[src/rtl/mul_div_pkg.sv]
// Shared definitions for the M-extension multiply/divide datapath:
// func3 encodings, divider FSM states and width-derived constants.
package mul_div_pkg;

  localparam int WIDTH = 8;

  localparam logic [2:0] F3_MUL    = 3'b000;
  localparam logic [2:0] F3_MULH   = 3'b001;
  localparam logic [2:0] F3_MULHSU = 3'b010;
  localparam logic [2:0] F3_MULHU  = 3'b011;
  localparam logic [2:0] F3_DIV    = 3'b100;
  localparam logic [2:0] F3_DIVU   = 3'b101;
  localparam logic [2:0] F3_REM    = 3'b110;
  localparam logic [2:0] F3_REMU   = 3'b111;

  typedef enum logic [1:0] {
    IDLE,
    BUSY,
    FIXUP,
    DONE
  } div_state_t;

  localparam logic [WIDTH-1:0] MOST_NEG = {1'b1, {(WIDTH-1){1'b0}}};
  localparam logic [WIDTH-1:0] ALL_ONES = '1;

endpackage

[src/rtl/div_restore_step.sv]
// One restoring-division iteration: shift in a dividend bit, trial-subtract
// the divisor magnitude, keep the difference only if it is non-negative.
module div_restore_step #(
  parameter int WIDTH = 8
) (
  input  logic [WIDTH:0]   rem_in,
  input  logic             dividend_bit,
  input  logic [WIDTH-1:0] divisor,
  output logic [WIDTH:0]   rem_out,
  output logic             q_bit
);

  // One extra bit beyond the remainder register so the trial result's sign is exact.
  logic [WIDTH+1:0] trial;

  always_comb begin
    trial   = {rem_in, dividend_bit} - {2'b00, divisor};
    q_bit   = ~trial[WIDTH+1];
    rem_out = q_bit ? trial[WIDTH:0] : {rem_in[WIDTH-1:0], dividend_bit};
  end

endmodule

[src/rtl/signed_div_iter_8bit.sv]
// Iterative radix-2 restoring divider for DIV/DIVU/REM/REMU with valid/ready
// handshakes; special cases (divide by zero, signed overflow) bypass iteration.
module signed_div_iter_8bit
  import mul_div_pkg::*;
#(
  parameter int WIDTH = mul_div_pkg::WIDTH
) (
  input  logic             clk,
  input  logic             rst_n,
  input  logic             in_valid,
  output logic             in_ready,
  input  logic [2:0]       func3,
  input  logic [WIDTH-1:0] op1,
  input  logic [WIDTH-1:0] op2,
  output logic             out_valid,
  input  logic             out_ready,
  output logic [WIDTH-1:0] div_result
);

  div_state_t       state;
  logic [3:0]       count;
  logic [WIDTH-1:0] dividend;
  logic [WIDTH-1:0] divisor_mag;
  logic [WIDTH-1:0] quot;
  logic [WIDTH:0]   rem;
  logic             is_rem;
  logic             neg_q;
  logic             neg_r;

  logic [WIDTH:0]   rem_next;
  logic             q_bit;

  logic             is_signed;
  logic             sgn1;
  logic             sgn2;
  logic [WIDTH-1:0] mag1;
  logic [WIDTH-1:0] mag2;
  logic             special;
  logic [WIDTH-1:0] special_result;
  logic             func3_unused;

  assign func3_unused = func3[2];
  assign in_ready     = (state == IDLE);

  div_restore_step #(.WIDTH(WIDTH)) u_step (
    .rem_in       (rem),
    .dividend_bit (dividend[WIDTH-1]),
    .divisor      (divisor_mag),
    .rem_out      (rem_next),
    .q_bit        (q_bit)
  );

  // Operand conditioning and special-case detection on the live inputs.
  always_comb begin
    is_signed = ~func3[0];
    sgn1      = is_signed & op1[WIDTH-1];
    sgn2      = is_signed & op2[WIDTH-1];
    mag1      = sgn1 ? -op1 : op1;
    mag2      = sgn2 ? -op2 : op2;
    special   = 1'b0;
    special_result = '0;
    if (op2 == '0) begin
      special        = 1'b1;
      special_result = func3[1] ? op1 : ALL_ONES;
    end else if (is_signed && op1 == MOST_NEG && op2 == ALL_ONES) begin
      special        = 1'b1;
      special_result = func3[1] ? '0 : MOST_NEG;
    end
  end

  always_ff @(posedge clk or negedge rst_n) begin
    if (!rst_n) begin
      state       <= IDLE;
      count       <= '0;
      dividend    <= '0;
      divisor_mag <= '0;
      quot        <= '0;
      rem         <= '0;
      is_rem      <= 1'b0;
      neg_q       <= 1'b0;
      neg_r       <= 1'b0;
      out_valid   <= 1'b0;
      div_result  <= '0;
    end else begin
      case (state)
        IDLE: begin
          if (in_valid) begin
            is_rem      <= func3[1];
            neg_q       <= sgn1 ^ sgn2;
            neg_r       <= sgn1;
            dividend    <= mag1;
            divisor_mag <= mag2;
            quot        <= '0;
            rem         <= '0;
            count       <= '0;
            if (special) begin
              div_result <= special_result;
              out_valid  <= 1'b1;
              state      <= DONE;
            end else begin
              state <= BUSY;
            end
          end
        end
        BUSY: begin
          rem      <= rem_next;
          quot     <= {quot[WIDTH-2:0], q_bit};
          dividend <= dividend << 1;
          if (count == 4'd7) begin
            count <= '0;
            state <= FIXUP;
          end else begin
            count <= count + 4'd1;
          end
        end
        FIXUP: begin
          if (is_rem)
            div_result <= neg_r ? -rem[WIDTH-1:0] : rem[WIDTH-1:0];
          else
            div_result <= neg_q ? -quot : quot;
          out_valid <= 1'b1;
          state     <= DONE;
        end
        DONE: begin
          if (out_ready) begin
            out_valid <= 1'b0;
            state     <= IDLE;
          end
        end
        default: state <= IDLE;
      endcase
    end
  end

endmodule
[config.mk]
export PLATFORM = sky130hd
export DESIGN_NAME = signed_div_iter_8bit
export DESIGN_NICKNAME = d
export VERILOG_FILES = /design/src/rtl/mul_div_pkg.sv /design/src/rtl/div_restore_step.sv /design/src/rtl/signed_div_iter_8bit.sv
export SDC_FILE = /design/constraint.sdc
export NUM_CORES = 1
export LEC_CHECK = 0
export ABC_AREA = 1
export BUFFER_PORTS_ARGS = -buffer_cell sky130_fd_sc_hd__buf_2
export CAP_MARGIN = 25
export CORE_UTILIZATION = 60
export DETAILED_ROUTE_END_ITERATION = 8
export PLACE_DENSITY = 0.92
export SLEW_MARGIN = 10
export SYNTH_ARGS = -nofsm -noshare
export SYNTH_HDL_FRONTEND = slang
export SYNTH_SLANG_ARGS = --single-unit
[constraint.sdc]
create_clock -name clk -period 3.7 [get_ports clk]
set_input_delay 0.185 -clock clk [delete_from_list [all_inputs] [get_ports clk]]
set_output_delay 0.185 -clock clk [all_outputs]
set_load 0.005 [all_outputs]
==> impl_metrics.toml <==
[drt]
route.detailed.drc = 0
vias = 3669
ant_nets = 0
routed_wl_um = 8480
dr.pass1.iters = 5
dr.first_iter.drc_count = 397
wire_per_inst_um = 13.3
via_per_inst = 5.75

[yosys]
synthFlopType = "dfrtp_1"
yosysWarningCount = 0
syn_avg_cell_area_um2 = 6.93
synth_nets = 573
synth_common_cells = "nand2_1, inv_1, nand3_1"
yosysMostFrequentCell = "nand2_1"
async_reset_ff_frac = 1.00
synthTopCellsByArea = "dfrtp_1, nand2_1, nand3_1"
synth_edf_count = 0
synth-seq-cells = 51
syn_area_um2 = 3680
yosys.area.top_type_share = 0.347
ys_seq_area_frac = 0.347
syn_inst = 531
yosys.area.top_type = "dfrtp_1"
synth_cell_types = 35

[grt]
antenna_found_initial = 0
grt_overflow = 0
first_global_vias = 3418
grt_pass1_wl_um = 14500
track_usage = 0.288
grt_max_degree = 52

[setup_path]
r2r_cells = 8
r2r_end = "count[3]"
crit_required_ps = 3900
critPathLaunchType = "register"
crit_start = "state[1]"
r2r_setup_slack_ps = 1470
critPathMaxFanout = 12
worstSetupPathType = "reg -> reg"
cp-end-kind = "register"
r2r_start = "state[1]"
crit_end = "count[3]"
crit_arrival_ps = 2430

[die]
die_area_um2 = 6450
die_x_um = 80.3
initial_core_util = 0.622
io_pins = 33
core_area_um2 = 5920
die_y_um = 80.3
rows = 28

[layout]
final_cell_area_um2 = 3990
drive_above_1_share = 0.117
syn_to_final_growth_pct = 8.39
fin_nets = 604
fin_cells = 638
nFillCells = 476
antenna_cells = 0

[timing]
hold_viol = 51
fin_skew_ps = 12.2
rsz0062_at_grt = "no"
maxSlewViolCount = 0
finalSetupViolCount = 0
worst_pin_slew_ps = 636
final.min_clock_period_ps = 2230
finalCritPeriodShare = 0.603
whs_ps = -20.7
slew-limit-headroom = 0.576
max_freq_ghz = 0.448
fin_setup_tns_ps = 0

[clock_network]
cts_root_buf = "clkbuf_8"
postCtsSetupBuffers = 0
numCtsBuffers = 5
cts_buffer_depth = 2
cts_tree = "done"
hold_buffers = 0
cts_resized = 0
insertion_delay_ps = 310
path_clk_slew_ps = 100
clock-sinks = 51
cts_max_level = 2

[job]
max_cap_violations = 0

[placement]
portBuffers = 31
dpl_cell_area_um2 = 3900
detailed_place_hpwl_um = 6500
gp_congestion = 0.951
dp_cells = 630

[hold_path]
hp-class = "in -> async"

[status]
status = "complete, but fails checks"
violations = "negative hold slack"

[power_and_ir_drop]
p_leak_nw = 2.16
ir_drop_v = 0.000489
p_per_area_nw_per_um2 = 925
-- area by class of cell --
class | count | area, um2 | area share
sequential | 51 | 1280 | 0.320
timing repair buffer | 35 | 185 | 0.0464
clock buffer | 5 | 68.8 | 0.0172
clock inverter | 3 | 18.8 | 0.00470
inverter | 79 | 302 | 0.0755
multi-input combinational | 390 | 2050 | 0.513
tap | 75 | 93.8 | 0.0235
-- through the flow --
step                hold slack [ps]  utilization  worst slack [ps]  power [mW]
CTS                           0.290        0.674              1530        3.66
detailed placement              329        0.659              1550        3.33
finish                        -20.7        0.674              1470        3.69
global route                   40.9        0.674              1330        4.07
floorplan                      -111            -              2050        2.81
global placement                331        0.659              1610        3.22
-- how the worst min path moves through the flow --
stage          startpoint  cells after the start  endpoint
3_3_place_gp        rst_n                      2    rem[8]
3_5_place_dp        rst_n                      2    rem[8]
2_1_floorplan       rst_n                      0  count[0]
6_report            rst_n                      2    rem[8]
5_1_grt             rst_n                      2   quot[5]
4_1_cts             rst_n                      2   quot[5]
-- power by group --
group	internal, mW	total, mW	switching (mW)
clock	0.134	0.323	0.189
combinational	0.839	2.35	1.51
sequential	0.809	1.02	0.212
-- worst max-delay path: stages, from the launching register on --
cell and delay, ps:
dfrtp_1 410, inv_1 90, ha_1 380, inv_2 170, o21ai_2 420, buf_4 280, nand4_1 150, o22ai_1 160
a21oi_1 60
-- placed cells by master, fill, tap and decap left out, types with 3 or more instances in the layout --
cell and count:
a21oi_1 23, buf_2 31, buf_4 4, clkbuf_8 5
dfrtp_1 51, ha_1 18, inv_1 73, inv_2 5
nand2_1 161, nand2_4 3, nand3_1 63, nand4_1 4
nor2_1 32, nor2_4 3, o211ai_1 5, o21ai_0 40
o22ai_1 9, xnor2_1 3, xor2_1 6
-- logic make-up (layout without fill, tap and decap cells) --
| group | Yosys count | count (layout) | synth area share |
|---|---|---|---|
| xor+xnor | 9 | 9 | 0.0214 |
| flops | 51 | 51 | 0.347 |
| fa+ha+maj | 19 | 19 | 0.0666 |
| compound gates | 84 | 84 | 0.127 |
| simple gates | 278 | 278 | 0.341 |
| buf+inv | 90 | 122 | 0.0975 |
-- layer usage --
layer	part of all wire	global-route usage
met1	0.42	0.359
met2	0.49	0.492
met3	0.064	0.0523
met4	0.023	0.114
met5	0	0
-- state kept, by name (all words and copies together) (netlist names) --
| name | cells |
|---|---|
| div_result | 8 |
| neg_q | 1 |
| count | 4 |
| neg_r | 1 |
| quot | 8 |
| rem | 9 |
| out_valid | 1 |
| dividend | 8 |
| divisor_mag | 8 |
| is_rem | 1 |
| state | 2 |
(Power assumes the default switching activity.)
